==> config.mk <==
export PLATFORM = sky130hd
export DESIGN_NAME = round_sequencer
export DESIGN_NICKNAME = d
export VERILOG_FILES = /design/src/rtl/game_pkg.sv /design/src/rtl/delay_lfsr.sv /design/src/rtl/round_sequencer.sv
export SDC_FILE = /design/constraint.sdc
export NUM_CORES = 1
export LEC_CHECK = 0
export CORE_MARGIN = 3
export CORE_UTILIZATION = 55
export CTS_CLUSTER_DIAMETER = 50
export DETAILED_ROUTE_END_ITERATION = 10
export PLACE_DENSITY = 0.81
export SETUP_SLACK_MARGIN = 0.15
export SYNTH_ARGS = -nofsm -noshare
export SYNTH_HDL_FRONTEND = slang
export SYNTH_SLANG_ARGS = --single-unit
==> constraint.sdc <==
create_clock -name Clock -period 2.4 [get_ports Clock]
set_input_delay 0.48 -clock Clock [delete_from_list [all_inputs] [get_ports Clock]]
set_output_delay 0.48 -clock Clock [all_outputs]
set_load 0.005 [all_outputs]
==> src/rtl/game_pkg.sv <==
// game_pkg: shared definitions for the reaction-time game controller.
// Holds the state codes exposed on round_sequencer.State, the fixed
// register-file addresses for the run count and best score, the score
// saturation value, and a small min() helper for best-score tracking.
package game_pkg;

    localparam int SCORE_W = 13;

    typedef enum logic [2:0] {
        ST_IDLE  = 3'd0,
        ST_ARM   = 3'd1,
        ST_GO    = 3'd2,
        ST_STORE = 3'd3,
        ST_FOUL  = 3'd4,
        ST_DONE  = 3'd5,
        ST_CLEAR = 3'd6
    } state_e;

    localparam logic [2:0]         ADDR_RUN  = 3'd0;
    localparam logic [2:0]         ADDR_BEST = 3'd5;
    localparam logic [SCORE_W-1:0] SCORE_MAX = 13'h1FFF;

    function automatic logic [SCORE_W-1:0] score_min(
        input logic [SCORE_W-1:0] a,
        input logic [SCORE_W-1:0] b
    );
        return (a < b) ? a : b;
    endfunction

endpackage

==> src/rtl/delay_lfsr.sv <==
// delay_lfsr: free-running 10-bit Fibonacci LFSR (taps 10,7) that supplies
// the random part of the pre-GO wait. It steps on every Clock cycle so the
// value sampled at the Start press depends on how long the player waited.
//
// Ports:
//   Clock - system clock
//   CLRN  - asynchronous active-low reset, loads SEED
//   lfsr  - current LFSR value, never all-zero
module delay_lfsr #(
    parameter logic [9:0] SEED = 10'h2A5
) (
    input  logic       Clock,
    input  logic       CLRN,
    output logic [9:0] lfsr
);

    logic [9:0] lfsr_q;
    logic [9:0] lfsr_d;
    logic       feedback;

    always_comb begin
        feedback = lfsr_q[9] ^ lfsr_q[6];
        lfsr_d   = {lfsr_q[8:0], feedback};
        // x^10 + x^7 + 1 is primitive, so a nonzero seed never reaches
        // zero; the reload only guards against a corrupted register.
        if (lfsr_q == 10'd0) begin
            lfsr_d = SEED;
        end
    end

    always_ff @(posedge Clock or negedge CLRN) begin
        if (!CLRN) begin
            lfsr_q <= SEED;
        end else begin
            lfsr_q <= lfsr_d;
        end
    end

    assign lfsr = lfsr_q;

endmodule

==> src/rtl/round_sequencer.sv <==
// round_sequencer: multi-round reaction-time game controller.
// Arms the random delay, gates/clears the score counter, drives the LEDs,
// writes each round's score, the run count and the best score into the 8x13
// register file, and after the last round scans the stored scores onto the
// DATAQ display path.
//
// Ports:
//   Clock, CLRN        - clock, asynchronous active-low reset
//   Tick               - 1 kHz enable, one Clock wide
//   Start, Hit,
//   GameReset          - debounced button levels (rising edge acts)
//   DelayDone          - random-delay counter expired
//   Score              - live score counter value (ms)
//   RQ                 - regfile read address for DATAQ
//   WA, LD_DATA, WR    - regfile write port
//   DelayLoad          - one-cycle pulse loading DelayValue
//   DelayValue         - wait length in ms, 1024..2047
//   ScoreEn, ScoreClr  - score counter enable / synchronous clear
//   GreenLed, RedLed   - react-now / foul-or-game-over indicators
//   State              - current FSM state code (debug visibility)
//
// Write port: WR, WA and LD_DATA are registered and change together; each
// WR=1 cycle is exactly one write, captured by the regfile on the next
// Clock edge. WA and LD_DATA read as zero when WR is low.
//
// This block's reset leaves the regfile untouched and lands in IDLE; a
// GameReset press runs the CLEAR pass that initialises the stored scores.
module round_sequencer #(
    parameter int         SCORE_W    = 13,
    parameter int         ROUNDS     = 4,
    parameter int         SCAN_TICKS = 1000,
    parameter int         FOUL_TICKS = 1000,
    parameter logic [9:0] LFSR_SEED  = 10'h2A5
) (
    input  logic               Clock,
    input  logic               CLRN,
    input  logic               Tick,
    input  logic               Start,
    input  logic               Hit,
    input  logic               GameReset,
    input  logic               DelayDone,
    input  logic [SCORE_W-1:0] Score,
    output logic [2:0]         RQ,
    output logic [2:0]         WA,
    output logic [SCORE_W-1:0] LD_DATA,
    output logic               WR,
    output logic               DelayLoad,
    output logic [10:0]        DelayValue,
    output logic               ScoreEn,
    output logic               ScoreClr,
    output logic               GreenLed,
    output logic               RedLed,
    output logic [2:0]         State
);

    import game_pkg::*;

    localparam logic [2:0] ROUNDS_C  = 3'(ROUNDS);
    localparam logic [9:0] FOUL_LAST = 10'(FOUL_TICKS - 1);
    localparam logic [9:0] SCAN_LAST = 10'(SCAN_TICKS - 1);

    // ------------------------------------------------------------------
    // Random delay source
    // ------------------------------------------------------------------
    logic [9:0] lfsr;

    delay_lfsr #(
        .SEED (LFSR_SEED)
    ) u_delay_lfsr (
        .Clock (Clock),
        .CLRN  (CLRN),
        .lfsr  (lfsr)
    );

    // ------------------------------------------------------------------
    // State and registered outputs
    // ------------------------------------------------------------------
    state_e             state_q, state_d;
    logic [2:0]         run_q, run_d;
    logic [SCORE_W-1:0] best_q, best_d;
    logic [9:0]         tcnt_q, tcnt_d;
    logic [1:0]         step_q, step_d;
    logic [SCORE_W-1:0] score_q, score_d;

    logic start_hist_q, start_hist_d;
    logic hit_hist_q, hit_hist_d;
    logic grst_hist_q, grst_hist_d;

    logic [2:0]         rq_q, rq_d;
    logic [2:0]         wa_q, wa_d;
    logic [SCORE_W-1:0] ld_data_q, ld_data_d;
    logic               wr_q, wr_d;
    logic               delay_load_q, delay_load_d;
    logic [10:0]        delay_value_q, delay_value_d;
    logic               score_en_q, score_en_d;
    logic               score_clr_q, score_clr_d;
    logic               green_q, green_d;
    logic               red_q, red_d;

    logic start_edge;
    logic hit_edge;
    logic grst_edge;
    logic [2:0] run_inc;

    // Rising-edge detect: a held button yields a single edge.
    assign start_edge = Start & ~start_hist_q;
    assign hit_edge   = Hit & ~hit_hist_q;
    assign grst_edge  = GameReset & ~grst_hist_q;
    assign run_inc    = run_q + 3'd1;

    always_comb begin
        state_d       = state_q;
        run_d         = run_q;
        best_d        = best_q;
        tcnt_d        = tcnt_q;
        step_d        = step_q;
        score_d       = score_q;
        start_hist_d  = Start;
        hit_hist_d    = Hit;
        grst_hist_d   = GameReset;
        rq_d          = rq_q;
        wa_d          = 3'd0;
        ld_data_d     = '0;
        wr_d          = 1'b0;
        delay_load_d  = 1'b0;
        delay_value_d = delay_value_q;
        score_clr_d   = 1'b0;
        score_en_d    = 1'b0;
        green_d       = 1'b0;
        red_d         = 1'b0;

        unique case (state_q)
            ST_IDLE: begin
                if (start_edge) begin
                    state_d       = ST_ARM;
                    score_clr_d   = 1'b1;
                    delay_load_d  = 1'b1;
                    delay_value_d = {1'b1, lfsr};
                end
            end

            ST_ARM: begin
                // An early Hit beats a simultaneous DelayDone.
                if (hit_edge) begin
                    state_d = ST_FOUL;
                    tcnt_d  = 10'd0;
                end else if (DelayDone) begin
                    state_d = ST_GO;
                end
            end

            ST_GO: begin
                // A saturated counter is a miss and is stored as-is.
                if (hit_edge || (Score == SCORE_MAX)) begin
                    state_d   = ST_STORE;
                    step_d    = 2'd0;
                    score_d   = Score;
                    wr_d      = 1'b1;
                    wa_d      = run_inc;
                    ld_data_d = Score;
                end
            end

            ST_STORE: begin
                // Outputs registered here belong to the following step:
                // step_q names the write currently on the port.
                unique case (step_q)
                    2'd0: begin
                        step_d    = 2'd1;
                        wr_d      = 1'b1;
                        wa_d      = ADDR_RUN;
                        ld_data_d = {{(SCORE_W-3){1'b0}}, run_inc};
                        run_d     = run_inc;
                    end
                    2'd1: begin
                        step_d    = 2'd2;
                        wr_d      = 1'b1;
                        wa_d      = ADDR_BEST;
                        ld_data_d = score_min(best_q, score_q);
                        best_d    = score_min(best_q, score_q);
                    end
                    default: begin
                        step_d = 2'd0;
                        if (run_q == ROUNDS_C) begin
                            state_d = ST_DONE;
                            tcnt_d  = 10'd0;
                            rq_d    = 3'd1;
                        end else begin
                            state_d = ST_IDLE;
                        end
                    end
                endcase
            end

            ST_FOUL: begin
                if (Tick) begin
                    if (tcnt_q == FOUL_LAST) begin
                        state_d = ST_IDLE;
                        tcnt_d  = 10'd0;
                    end else begin
                        tcnt_d = tcnt_q + 10'd1;
                    end
                end
            end

            ST_DONE: begin
                // Start is deliberately ignored; only GameReset leaves.
                if (Tick) begin
                    if (tcnt_q == SCAN_LAST) begin
                        tcnt_d = 10'd0;
                        rq_d   = (rq_q == ROUNDS_C) ? 3'd1 : rq_q + 3'd1;
                    end else begin
                        tcnt_d = tcnt_q + 10'd1;
                    end
                end
            end

            ST_CLEAR: begin
                // wa_q doubles as the clear address counter.
                if (wa_q == ADDR_BEST) begin
                    state_d = ST_IDLE;
                    run_d   = 3'd0;
                    best_d  = SCORE_MAX;
                end else begin
                    wr_d      = 1'b1;
                    wa_d      = wa_q + 3'd1;
                    ld_data_d = ((wa_q + 3'd1) == ADDR_BEST) ? SCORE_MAX : '0;
                end
            end

            default: begin
                state_d = ST_IDLE;
            end
        endcase

        // GameReset overrides everything, including an in-flight STORE
        // or CLEAR (which restarts at address 0).
        if (grst_edge) begin
            state_d      = ST_CLEAR;
            run_d        = run_q;
            best_d       = best_q;
            step_d       = 2'd0;
            tcnt_d       = 10'd0;
            wr_d         = 1'b1;
            wa_d         = ADDR_RUN;
            ld_data_d    = '0;
            delay_load_d = 1'b0;
            score_clr_d  = 1'b0;
        end

        // Level outputs follow the state being entered.
        green_d    = (state_d == ST_GO);
        score_en_d = (state_d == ST_GO);
        red_d      = (state_d == ST_FOUL) || (state_d == ST_DONE);

        if (state_d == ST_CLEAR) begin
            rq_d = 3'd0;
        end else if (state_d != ST_DONE) begin
            rq_d = run_d;
        end
    end

    always_ff @(posedge Clock or negedge CLRN) begin
        if (!CLRN) begin
            state_q       <= ST_IDLE;
            run_q         <= 3'd0;
            best_q        <= SCORE_MAX;
            tcnt_q        <= 10'd0;
            step_q        <= 2'd0;
            score_q       <= '0;
            start_hist_q  <= 1'b0;
            hit_hist_q    <= 1'b0;
            grst_hist_q   <= 1'b0;
            rq_q          <= 3'd0;
            wa_q          <= 3'd0;
            ld_data_q     <= '0;
            wr_q          <= 1'b0;
            delay_load_q  <= 1'b0;
            delay_value_q <= 11'd0;
            score_en_q    <= 1'b0;
            score_clr_q   <= 1'b0;
            green_q       <= 1'b0;
            red_q         <= 1'b0;
        end else begin
            state_q       <= state_d;
            run_q         <= run_d;
            best_q        <= best_d;
            tcnt_q        <= tcnt_d;
            step_q        <= step_d;
            score_q       <= score_d;
            start_hist_q  <= start_hist_d;
            hit_hist_q    <= hit_hist_d;
            grst_hist_q   <= grst_hist_d;
            rq_q          <= rq_d;
            wa_q          <= wa_d;
            ld_data_q     <= ld_data_d;
            wr_q          <= wr_d;
            delay_load_q  <= delay_load_d;
            delay_value_q <= delay_value_d;
            score_en_q    <= score_en_d;
            score_clr_q   <= score_clr_d;
            green_q       <= green_d;
            red_q         <= red_d;
        end
    end

    assign RQ         = rq_q;
    assign WA         = wa_q;
    assign LD_DATA    = ld_data_q;
    assign WR         = wr_q;
    assign DelayLoad  = delay_load_q;
    assign DelayValue = delay_value_q;
    assign ScoreEn    = score_en_q;
    assign ScoreClr   = score_clr_q;
    assign GreenLed   = green_q;
    assign RedLed     = red_q;
    assign State      = state_q;

endmodule

# [Word level (Yosys, flattened, before mapping)]
# Cells that the tools add are included.
[word_totals] ff_bits=91 inputBits=20 output_inout_bits=39 word_cells=135
[classes] addsub=4 order_cmp=1 n_eq_ne=29 muxes=58 bitwise_logic=8 reduce_logical=17
[op_table] operator="$mux W13" n=7
[op_table] operator="$mux W3" n=24
[op_table] operator="$mux W10" n=7
[op_table] operator="$pmux W13 S2" n=2
[op_table] operator="$pmux W13 S3" n=1
[op_table] operator="$eq A3 B3 Y1 const B" n=10
[op_table] operator="$pmux W10 S3" n=1
[op_table] operator="$pmux W3 S7" n=1
[op_table] operator="$ne A4 B4 Y1 const B" n=4
[op_table] operator="$ne A3 B3 Y1 const B" n=5
[op_table] operator="$eq A13 B13 Y1 const B" n=1
[op_table] operator="$lt A13 B13 Y1" n=1
[op_table] operator="$pmux W3 S2" n=2
[op_table] operator="$add A10 B1 Y10 const B" n=1
[op_table] operator="$eq A10 B10 Y1 const B" n=1
[op_table] operator="$logic_not A10 Y1" n=1
[op_table] operator="$reduce_and A5 Y1" n=2
[op_table] operator="$add A3 B1 Y3 const B" n=3
[op_table] operator="$eq A3 B2 Y1 const B" n=3
[op_table] operator="$pmux W3 S3" n=1
[op_table] operator="$pmux W2 S2" n=2
[op_table] operator="$reduce_bool A4 Y1" n=2
[op_table] operator="$mux W1" n=7
[op_table] operator="$reduce_and A2 Y1" n=3
[op_table] operator="16 further kinds" n=25

# [Longest topological paths before layout]
[depth] word_depth=9 ltp_mapped=10 depth_no_buf=8

# [Modules after synthesis]
# A second synthesis with hierarchy kept.
[unflattened] hier_cells=435 hier_area_um2=4599.4
[by_module_without_submodules] module="round_sequencer" instances=1 cells_each=408 area_each_um2=4240.3 seq_area_each_um2=2043.2
[by_module_without_submodules] module="delay_lfsr" instances=1 cells_each=27 area_each_um2=359.1 seq_area_each_um2=256.5

# [Worst setup path after synthesis]
# No wires, ideal clock.
[synth_timing] kind="input to register" startpoint="input Score[11]" endpoint="register score_q[0]" setup_time_ps=125 arrival_ps=1937 required_time_ps=2275 slack_ps=338 path_stages=5 path_buffers=1 path_cell_list="nand4_1 or4_4 a211oi_4 buf_6 mux2_2"
[synth_via] elab_chain_cells=3
[synth_rtl] item="start: declaration" line="round_sequencer.sv:42" source="input logic [SCORE_W-1:0] Score,"
[synth_rtl] item="$eq A13 B13 Y1" line="round_sequencer.sv:154" source="if (hit_edge || (Score == SCORE_MAX)) begin"
[synth_rtl] item="$logic_or A1 B1 Y1" line="round_sequencer.sv:154"
[synth_rtl] item="$reduce_and A2 Y1 (no source line)"
[synth_rtl] item="end signal: assignment" line="round_sequencer.sv:290" source="score_q <= score_d;"
[synth_rtl] item="end: declaration" line="round_sequencer.sv:83" source="logic [SCORE_W-1:0] score_q, score_d;"
# No other way between the ends.
# A chain may end at the register's enable or synchronous reset.

# [Worst setup path after layout]
[layout_timing] startpoint="input Score[4]" endpoint="register ld_data_q[3] (netlist: LD_DATA[3])"
[layout_via] elab_chain_cells=5
[layout_rtl] item="$eq A13 B13 Y1" line="round_sequencer.sv:154"
[layout_rtl] item="$logic_or A1 B1 Y1" line="round_sequencer.sv:154"
[layout_rtl] item="$mux W13" line="round_sequencer.sv:154"
[layout_rtl] item="$pmux W13 S3" line="round_sequencer.sv:132" source="unique case (state_q)"
[layout_rtl] item="$mux W13" line="round_sequencer.sv:238" source="if (grst_edge) begin"
[layout_rtl] item="named net ld_data_d[3]" line="round_sequencer.sv:91" source="logic [SCORE_W-1:0] ld_data_q, ld_data_d;"
[layout_rtl] item="end signal: assignment" line="round_sequencer.sv:296" source="ld_data_q <= ld_data_d;"
[layout_rtl] item="end: declaration" line="round_sequencer.sv:91"
# The timed path passes the listed nets, and every way through them passes these cells.

==> results.tsv <==
metric	value	unit
status	complete, no violations	
post-route-drc-count	0	
cts.htree.levels	3	
clk_latency	0.36	ns
avgSynthCellArea	10.4	µm²
yosysTopAreaCell	dfrtp_1	
numCtsBuffers	9	
synth_flop_cell	dfrtp_1	
routabilityCongestion	0.894	
r2r-start	best_q[2]$_DFFE_PN1P_	
grt_max_degree	38	
cp_data_required_time	2.67	ns
io_pins	59	
cts_buffer_depth	2	
drt_wl_total	11.5	mm
dp_cells	618	
syn_area	4610	µm²
ys_seq_area_share	49.9	%
arrival	2.51	ns
synth_common_cells	73 x dfrtp_1, 33 x nand2_1, 31 x nor2_1, 31 x o21ai_0, 26 x mux2i_1	
worstSetupStartpointType	primary input	
synth_edf_count	0	
clock-sinks	91	
ys_types	60	
io_buffer_count	58	
initial_core_util	58.2	%
hp-class	in -> async	
fp.dieH	97.6	µm
dpl_cell_area	5470	µm²
layout-drive-gt1-share	20.9	%
grt_pass1_wl	18.8	mm
fp.dieW	97.6	µm
yosys_warnings	0	
total_power	0.00560	W
grt_pass1_vias	3910	
postRouteAntennaNets	0	
yosysTopAreaCellShare	39.6	%
syn_inst	445	
layout_min_cycle_time	2.24	ns
dp_hpwl	8.07	mm
synthMostInstantiatedCell	dfrtp_1	
vias	3823	
coreArea	7930	µm²
layout.nets	574	
diodes	0	
antenna_found_initial	0	
final-max-slew-violation-count	0	
clk_pin_slew	0.09	ns
synth-seq-cells	91	
track_usage	24.0	%
crit_path_start	Score[4]	
ir_drop	0.638	mV
crit_fanout	18	
vias_per_cell	5.95	
cts_tree	built	
drt_pre_antenna_iters	5	
cap_violations	0	
max_freq	0.446	GHz
power_density	969	nW/µm²
maxSlewHeadroom	68.6	%
wire_per_inst	17.8	µm
synthTopCellsByArea	dfrtp_1 40%, dfstp_2 10%, mux2i_1 5.6%	
rows	32	
syn2layout_area_growth	25.3	%
ctsRootBufferMaster	clkbuf_8	
overflow	0	
syn_nets	483	
synth-async-reset-ratio	100	%
endpoint_kind	flop	
die-area	9520	µm²
rsz0062_at_grt	yes	
leakagePower	2.65	nW
fin_worst_skew	0.0105	ns
finalSetupViolCount	0	
hold_violations	0	
crit_type	in -> reg	
drt-initial-drc-count	266	
worst_slew_pin_slew	0.471	ns
final_cell_area	5780	µm²
period_share	93.4	%
stdcell_count	643	
==> cells in the final DEF, fill, tap and decap left out, drive strengths merged, types with 3 or more instances in the layout <==
cell type	n
nand3	12
buf	48
o22ai	13
and2	4
a21oi	24
mux2	13
nand2	33
mux2i	26
a31oi	3
ha	18
nor2b	5
o21a	3
and3	9
nor3	4
a22o	3
inv	23
nand2b	16
nand3b	4
dfrtp	73
dfstp	18
nor2	31
clkbuf	13
nor3b	3
clkdlybuf4s50	56
o31ai	7
o21ai	33
a21o	3
nor4	3
nand4	5
==> final cells by class <==
cell class | count | area [µm²]
sequential | 91 | 2300
fill | 550 | 2150
multi-input combinational | 307 | 2120
timing repair buffer | 105 | 942
clock buffer | 13 | 159
tap | 102 | 128
inverter | 22 | 82.6
clock inverter | 3 | 43.8
==> worst max-delay path, cell delays in order <==
cell and delay (ns):
clkdlybuf4s50_1 0.50, nand4_1 0.11, or4_4 0.52, a211oi_4 0.32
buf_4 0.28, a21oi_1 0.12, o22ai_1 0.17
==> metrics by stage <==
step	hold slack, ns	setup WS, ns	utilization [%]	TNS [ns]
final	0.0713	0.158	72.9	0
after global routing	0.0941	0.0227	72.9	0
after CTS	0.0851	0.152	71.7	0
after detailed placement	0.399	-0.184	69.0	-2.49
after global placement	0.396	-0.132	69.0	-1.36
after floorplan	0.184	0.338	-	0
==> where the power goes <==
group	switching, W	internal [W]	total (W)	leakage [nW]
Clock	0.000536	0.000542	0.00108	0.104
Sequential	0.000238	0.00185	0.00208	1.13
Combinational	0.00125	0.00119	0.00244	1.42
Total	0.00202	0.00358	0.00560	2.65
==> flip-flops by register name, indices dropped and copies added (netlist names) <==
| register | flops |
|---|---|
| grst_hist_q | 1 |
| RedLed | 1 |
| start_hist_q | 1 |
| State | 3 |
| WA | 3 |
| u_delay_lfsr.lfsr | 10 |
| run_q | 3 |
| DelayValue | 11 |
| tcnt_q | 10 |
| step_q | 2 |
| hit_hist_q | 1 |
| GreenLed | 1 |
| best_q | 13 |
| score_q | 13 |
| WR | 1 |
| RQ | 3 |
| LD_DATA | 13 |
| ScoreClr | 1 |
==> worst paths after layout <==
check | to | slack (ns) | cells after the start
min reg2reg | u_delay_lfsr.lfsr[8]$_DFF_PN0_ | 0.42 | 0
min in group Clock | u_delay_lfsr.lfsr[8]$_DFF_PN0_ | 0.42 | 0
max reg2reg | LD_DATA[10]$_DFF_PN0_ | 0.20 | 9
max in group asynchronous | u_delay_lfsr.lfsr[9]$_DFF_PN1_ | 1.59 | 2
max | LD_DATA[3]$_DFF_PN0_ | 0.16 | 7
min | score_q[1]$_DFFE_PN0P_ | 0.07 | 1
==> metal layers <==
layer	global-route usage (%)	share of wire, %
met5	0	0
met4	9.69	2.1
met3	5.10	5.2
met2	38.3	49
met1	32.0	44
==> logic make-up (layout without fill, tap and decap cells) <==
| group | Yosys count | count (layout) | synth area share, % |
|---|---|---|---|
| and+or+nand+nor | 139 | 139 | 15.8 |
| buffers and inverters | 47 | 143 | 4.83 |
| xor gates and xnor gates | 3 | 3 | 0.570 |
| muxes | 39 | 39 | 8.82 |
| DFF | 91 | 91 | 49.9 |
| adders and majority gates | 18 | 18 | 4.88 |
| AOI/OAI and AO/OA | 108 | 108 | 15.3 |
==> what timing repair did <==
action	in CTS	in global routing
gates resized for setup	1	15
endpoints found under the setup margin	4	29
setup buffers	1	7
cloned	0	1
pin swaps	0	5
hold buffers	0	0
(Power assumes the default switching activity.)
